**src/rtl/multicycle_control.sv**
```systemverilog
// Multi-cycle MIPS control FSM.
// Sequences each instruction through FETCH, DECODE and the execute/memory/
// writeback states. It drives the per-state datapath enables and stalls on
// mem_ready during instruction fetch, load and store.
//
// Ports:
//   clk, reset         rising-edge clock, synchronous active-high reset
//   op, funct          IR[31:26] and IR[5:0]; only sampled in DECODE
//   mem_ready          memory access completes this cycle
//   pc_write .. jal    single-bit datapath controls
//   alu_src_b          00 reg B, 01 const 4, 10 sign-ext imm, 11 imm<<2
//   pc_source          00 ALU, 01 ALUOut, 10 jump target, 11 register rs
//   alu_op             ALU operation code (opcode zero-extended)
//   instr_done         one-cycle retire pulse
//   illegal_op         sticky illegal-opcode flag
//   state              current state, for debug
module multicycle_control #(
  parameter int unsigned         ALUOP_W         = 6,
  parameter logic [ALUOP_W-1:0]  ALU_ADD_CODE    = ALUOP_W'(6'h08),
  parameter bit                  TRAP_ON_ILLEGAL = 1'b1
) (
  input  logic               clk,
  input  logic               reset,
  input  logic [5:0]         op,
  input  logic [5:0]         funct,
  input  logic               mem_ready,
  output logic               pc_write,
  output logic               pc_write_cond,
  output logic               branch_ne,
  output logic               i_or_d,
  output logic               mem_read,
  output logic               mem_write,
  output logic               ir_write,
  output logic               mem_to_reg,
  output logic               reg_dst,
  output logic               reg_write,
  output logic               alu_src_a,
  output logic               jal,
  output logic [1:0]         alu_src_b,
  output logic [1:0]         pc_source,
  output logic [ALUOP_W-1:0] alu_op,
  output logic               instr_done,
  output logic               illegal_op,
  output logic [3:0]         state
);

  typedef enum logic [3:0] {
    FETCH    = 4'd0,
    DECODE   = 4'd1,
    MEM_ADDR = 4'd2,
    MEM_RD   = 4'd3,
    MEM_WB   = 4'd4,
    MEM_WR   = 4'd5,
    R_EXEC   = 4'd6,
    R_WB     = 4'd7,
    BRANCH   = 4'd8,
    JUMP     = 4'd9,
    I_EXEC   = 4'd10,
    I_WB     = 4'd11,
    JAL_WB   = 4'd12,
    TRAP     = 4'd13
  } stateT;

  stateT      stateQ, stateNext;
  logic [5:0] opQ;
  logic       rjrQ;
  logic       illegalQ;
  logic       setIllegal;

  always_ff @(posedge clk) begin
    if (reset) begin
      stateQ   <= FETCH;
      opQ      <= '0;
      rjrQ     <= 1'b0;
      illegalQ <= 1'b0;
    end else begin
      stateQ <= stateNext;
      if (stateQ == DECODE) begin
        opQ  <= op;
        rjrQ <= (op == 6'h00) && (funct == 6'h08);
      end
      if (setIllegal) begin
        illegalQ <= 1'b1;
      end
    end
  end

  always_comb begin
    stateNext     = stateQ;
    setIllegal    = 1'b0;
    pc_write      = 1'b0;
    pc_write_cond = 1'b0;
    branch_ne     = 1'b0;
    i_or_d        = 1'b0;
    mem_read      = 1'b0;
    mem_write     = 1'b0;
    ir_write      = 1'b0;
    mem_to_reg    = 1'b0;
    reg_dst       = 1'b0;
    reg_write     = 1'b0;
    alu_src_a     = 1'b0;
    jal           = 1'b0;
    alu_src_b     = 2'b00;
    pc_source     = 2'b00;
    alu_op        = '0;
    instr_done    = 1'b0;

    case (stateQ)
      FETCH: begin
        mem_read  = 1'b1;
        alu_src_b = 2'b01;
        alu_op    = ALU_ADD_CODE;
        // IR load and PC+4 only commit on the cycle the fetch completes.
        ir_write  = mem_ready;
        pc_write  = mem_ready;
        if (mem_ready) begin
          stateNext = DECODE;
        end
      end
      DECODE: begin
        alu_src_b = 2'b11;
        alu_op    = ALU_ADD_CODE;
        case (op)
          6'h00:                      stateNext = (funct == 6'h08) ? JUMP : R_EXEC;
          6'h08, 6'h0c, 6'h0d, 6'h0f: stateNext = I_EXEC;
          6'h23, 6'h2b:               stateNext = MEM_ADDR;
          6'h04, 6'h05:               stateNext = BRANCH;
          6'h02:                      stateNext = JUMP;
          6'h03:                      stateNext = JAL_WB;
          default: begin
            setIllegal = 1'b1;
            if (TRAP_ON_ILLEGAL) begin
              stateNext = TRAP;
            end else begin
              // Treated as a NOP: retire straight from DECODE.
              stateNext  = FETCH;
              instr_done = 1'b1;
            end
          end
        endcase
      end
      MEM_ADDR: begin
        alu_src_a = 1'b1;
        alu_src_b = 2'b10;
        alu_op    = ALUOP_W'(opQ);
        stateNext = (opQ == 6'h23) ? MEM_RD : MEM_WR;
      end
      MEM_RD: begin
        mem_read = 1'b1;
        i_or_d   = 1'b1;
        if (mem_ready) begin
          stateNext = MEM_WB;
        end
      end
      MEM_WB: begin
        reg_write  = 1'b1;
        mem_to_reg = 1'b1;
        instr_done = 1'b1;
        stateNext  = FETCH;
      end
      MEM_WR: begin
        mem_write = 1'b1;
        i_or_d    = 1'b1;
        if (mem_ready) begin
          instr_done = 1'b1;
          stateNext  = FETCH;
        end
      end
      R_EXEC: begin
        alu_src_a = 1'b1;
        stateNext = R_WB;
      end
      R_WB: begin
        reg_write  = 1'b1;
        reg_dst    = 1'b1;
        instr_done = 1'b1;
        stateNext  = FETCH;
      end
      I_EXEC: begin
        alu_src_a = 1'b1;
        alu_src_b = 2'b10;
        alu_op    = ALUOP_W'(opQ);
        stateNext = I_WB;
      end
      I_WB: begin
        reg_write  = 1'b1;
        instr_done = 1'b1;
        stateNext  = FETCH;
      end
      BRANCH: begin
        alu_src_a     = 1'b1;
        alu_op        = ALUOP_W'(opQ);
        pc_write_cond = 1'b1;
        branch_ne     = (opQ == 6'h05);
        pc_source     = 2'b01;
        instr_done    = 1'b1;
        stateNext     = FETCH;
      end
      JUMP: begin
        pc_write   = 1'b1;
        pc_source  = rjrQ ? 2'b11 : 2'b10;
        instr_done = 1'b1;
        stateNext  = FETCH;
      end
      JAL_WB: begin
        pc_write   = 1'b1;
        pc_source  = 2'b10;
        reg_write  = 1'b1;
        jal        = 1'b1;
        instr_done = 1'b1;
        stateNext  = FETCH;
      end
      TRAP: begin
        stateNext = TRAP;
      end
      default: begin
        stateNext = FETCH;
      end
    endcase
  end

  assign illegal_op = illegalQ;
  assign state      = stateQ;

endmodule

```
**config.mk**
```make
export PLATFORM = sky130hd
export DESIGN_NAME = multicycle_control
export DESIGN_NICKNAME = d
export VERILOG_FILES = /design/src/rtl/multicycle_control.sv
export SDC_FILE = /design/constraint.sdc
export NUM_CORES = 1
export LEC_CHECK = 0
export ABC_CLOCK_PERIOD_IN_PS = 1850
export CORE_MARGIN = 2
export CORE_UTILIZATION = 39
export CTS_BUF_LIST = sky130_fd_sc_hd__clkbuf_4
export CTS_CLUSTER_DIAMETER = 50
export DETAILED_ROUTE_END_ITERATION = 8
export GPL_TIMING_DRIVEN = 0
export PLACE_DENSITY = 0.73
export REMOVE_ABC_BUFFERS = 1
export SYNTH_ARGS = -nofsm -noshare
export SYNTH_HDL_FRONTEND = slang
export SYNTH_SLANG_ARGS = --single-unit
```
**constraint.sdc**
```tcl
create_clock -name clk -period 1.85 [get_ports clk]
set_input_delay 0.37 -clock clk [delete_from_list [all_inputs] [get_ports clk]]
set_output_delay 0.37 -clock clk [all_outputs]
set_load 0.02 [all_outputs]
```
---- Yosys cells after proc, flatten, opt, wreduce, memory -nomap -nowiden ----
Index checks and enable logic that the tools add are counted.
word-level totals
  bits of input ports ..................... 15
  output and inout port bits .............. 28
  memories ................................ 0
  memory bits (read-only) ................. 0
  RAM bits ................................ 0
  latch bits .............................. 0
  bits in registers ....................... 12
  word-level logic and storage cells ...... 77
operators by class
  multiply operators ...................... 0
  shifts and indexed selects .............. 0
  add/sub/neg operators ................... 0
  mux-type cells .......................... 27
  reductions and logical operators ........ 17
  bitwise operators ....................... 0
  equality and inequality tests ........... 29
  div/mod/pow operators ................... 0
  $lt $le $gt $ge ......................... 0
operators with widths
  operator                                             number
  case mux 4 bit (8 select lines)                      1
  equality test 6 x 4 -> 1 bit, second input constant  5
  equality test 4 bit, second input constant           6
  case mux 4 bit (6 select lines)                      1
  equality test 6 x 3 -> 1 bit, second input constant  3
  equality test 6 bit, second input constant           3
  equality test 4 x 3 -> 1 bit, second input constant  4
  two-way mux 4 bit                                    4
  two-way mux 1 bit                                    15
  OR reduction 2 bit                                   7
  equality test 6 x 2 -> 1 bit, second input constant  2
  case mux 2 bit (3 select lines)                      2
  case mux 6 bit (2 select lines)                      1
  OR reduction 4 bit                                   3
  OR reduction 11 bit                                  1
  equality test 4 x 2 -> 1 bit, second input constant  2
  zero test 6 bit                                      1
  != test 2 bit, second input constant                 3
  OR reduction 6 bit                                   1
  equality test 4 x 1 -> 1 bit, second input constant  1
  zero test 4 bit                                      1
  case mux 1 bit (2 select lines)                      2
  two-way mux 3 bit                                    1
  AND reduction 3 bit                                  1
  other kinds (2)                                      2

---- Depth between registers and ports, before layout ----
  word-level depth ........................ 4
  gate-level depth with buffers ........... 6
  depth with buffers taken out ............ 5

---- Least setup slack after synthesis ----
OpenSTA, ideal clock, no wires.
  path kind ............................... flip-flop to output port
  start ................................... register stateQ[0], in the netlist state[0]
  end ..................................... output port branch_ne
  required time ........................... 1,480 ps
  slack ................................... -728 ps
  stages on the path, launching flop included .. 6
  data arrival time ....................... 2,208 ps
  path buffers ............................ 2
  cells stage by stage .................... dfxtp_1 buf_4 clkbuf_1 nor3_1 nand3_1 nor4b_1
between the ends
  cells in the longest elaborated chain, start to end .. 2
ends and longest elaborated chain
  item                    RTL line  RTL
  start, declared         64        stateT stateQ, stateNext;
  start signal, assigned  77        stateQ <= stateNext;
  equality test 4 bit     108       case (stateQ)
  two-way mux 1 bit       108
  end, declared           29        output logic branch_ne,
Every way passes these cells.

---- Worst setup path after layout ----
  start ................................... register stateQ[2], in the netlist state[2]
  end ..................................... output port branch_ne
Same word-level chain as after synthesis.

==> reports/results.ini <==
[final_layout]
final_cell_mix = nand2_1 (21), a21oi_1 (19), nor2_1 (15)
area_growth_pct = 49.1
final_layout_size_suffix_gt1_frac = 0.209
nets = 212
layout.cells.non_filler = 227
layout_commonest_cell = nand2_1
diodes = 0

[cts]
clkSlewWorstSetupHoldPaths_ps = 70
cts_tree = yes
cts_buffers = 3
cts-root-buf = clkbuf_4
ctsHoldBuffers = 0
cts_buffer_depth = 2
clk_latency_ps = 280
clock-sinks = 12
cts_max_level = 1

[place]
hpwl_um = 2120
io_buffers = 42
place_congestion = 0.802
dp.cells = 218

[setup_path]
worstPathRequired_ps = 1480
worstSetupEndpointType = primary output
worstPathArrival_ps = 1480
reg2reg_to = state[3]
critPathMaxFanout = 8
criticalPathCategory = register to primary output
critPathLaunchType = register
worst_r2r_path_depth = 4
rrSetupSlack_ps = 210
cp_slowest_cell = dfxtp_4
reg2reg_from = state[3]
cp.buffers_inverters = 1
critical-path-top-delay-family = simple AND/OR/NAND/NOR gates
path_cells = nand2b_4 -> nor3_2 -> nand3_1 -> nor4b_2 -> buf_4
critPathMaxStageDelay_ps = 380

[pwr]
leakage_nw = 0.676
vdd_drop_max_mv = 0.514
finalPower_mw = 0.953
power_density_nw_per_um2 = 597

[sta]
period_share = 1.00
final_hold_viol_count = 0
worst_pin_slew_ps = 567
finalClockSkew_ps = 6.29
rsz0062_at_grt = true
worst_slew_margin_rel = 0.620
setup_viol = 0
drv_slew = 0
fin_crit_ps = 1850
fmax_ghz = 0.541

[min_path]
min_from = rjrQ
hold_path.class = register to register
min_path_cells = 2
hold_end = rjrQ

[global_routing]
gr-usage-all-layers = 0.182
grt-ovfl-total = 0
first_global_vias = 1102
grt_max_degree = 23
antenna_found_initial = 0
grt_pass1_wl_um = 4690

[yosys]
syn_inst = 156
yosys_most_used_dff = dfxtp_1
netlist_top_cells_area = dfxtp_1 (22%), a21oi_1 (8.9%), nand2_1 (7.4%)
ys_warn_count = 0
synth-seq-cells = 12
synth_top_cell_by_area = dfxtp_1
syn_avg_cell_area_um2 = 6.87
ys_types = 41
ys_seq_area_frac = 0.224
synth-edff-count = 0
async_reset_ff_frac = 0
synth_top_area_frac = 0.224
syn_area_um2 = 1070

[flow_run]
cap_viol_max_count = 0

[route]
post_drt_wl_per_cell_um = 12.8
dr_total_vias = 1196
vias_per_cell = 5.27
dr.pass1.iters = 4
routed_wl_um = 2920
drc_errors = 0
postRouteAntennaNets = 0
drt_iter0_drc = 28

[die]
start_util = 0.399
die_x_um = 56.4
placementRows = 19
core_area_um2 = 2690
die-area_um2 = 3180
ioPinCount = 43
dieHeight_um = 56.4

[outcome]
status = complete, no violations

## per-layer routing
metal,part of all wire,vias to the layer above,track usage
met5,0,-,0
met4,0.016,0,0.0884
met3,0.047,5,0.0253
met2,0.51,39,0.333
met1,0.42,529,0.206
li1,-,623,-
## worst register-to-register path: stages, from the launching register on
cell      delay [ps]
dfxtp_4          390
clkbuf_4         200
or3_1            510
a311o_1          330
a21oi_2          130
## final cells by class
cell class / count / area (um2)
Tap cell: 31 / 38.8
Sequential cell: 12 / 255
Clock inverter: 1 / 3.75
Inverter: 2 / 7.51
Multi-Input combinational cell: 131 / 812
Clock buffer: 3 / 22.5
Timing Repair Buffer: 47 / 457
Fill cell: 262 / 1090
## how the worst max path moves through the flow
stage	startpoint	to	slack [ps]	depth (start not counted)
final	state[2]	branch_ne	0.6	5
after global routing	state[0]	reg_write	-100	5
after CTS	state[3]	branch_ne	-50	5
after detailed placement	state[3]	branch_ne	-760	5
after global placement	state[3]	branch_ne	-720	5
after floorplan	state[3]	branch_ne	-870	4
## synthesized netlist by cell type (2+ instances only)
| library cell | instances |
|---|---|
| nor2b_1 | 7 |
| nor3_1 | 7 |
| or3_1 | 2 |
| and3_1 | 3 |
| buf_2 | 5 |
| inv_1 | 2 |
| dfxtp_1 | 12 |
| nand2_1 | 21 |
| a21oi_1 | 19 |
| nand3_1 | 2 |
| and2_1 | 6 |
| o21bai_1 | 2 |
| clkbuf_1 | 3 |
| a21o_1 | 2 |
| and3b_1 | 3 |
| o21a_1 | 3 |
| nand2b_1 | 8 |
| o21ai_0 | 10 |
| nor2_1 | 17 |
## cell families (layout without fill, tap and decap cells)
logic type             after synthesis  after routing  share of synthesized area
buffers and inverters               13             53                     0.0619
XOR/XNOR                             1              1                    0.00818
AO/OA/AOI/OAI                       44             44                      0.245
AND/OR/NAND/NOR                     86             86                      0.460
flip-flops                          12             12                      0.224
## through the flow
step	hold slack (ps)	setup slack, ps	utilization	instance area, um2	TNS (ps)
2_1_floorplan	431	-867	-	1010	-1110
3_3_place_gp	457	-716	0.548	1470	-7240
6_report	459	0.577	0.594	1600	0
5_1_grt	484	-95.2	0.594	1600	-622
4_1_cts	463	-49.2	0.570	1530	-72.9
3_5_place_dp	452	-763	0.548	1470	-8130
## what timing repair did
item                       4_1_cts  5_1_grt
cloned                           0        0
pin swaps                        0        6
setup endpoints to repair       28       16
resized for setup               61       21
buffers inserted                 1        4
## state kept, by name, indices dropped and copies added (netlist names)
name        cells
illegal_op      1
opQ             6
rjrQ            1
state           4
## report_power, final
| part | switching, mW | leakage [nW] | internal (mW) |
|---|---|---|---|
| registers | 0.0519 | 0.101 | 0.284 |
| logic | 0.246 | 0.560 | 0.206 |
| clock network | 0.0863 | 0.0154 | 0.0783 |
| total | 0.384 | 0.676 | 0.568 |
(Power assumes the default switching activity.)
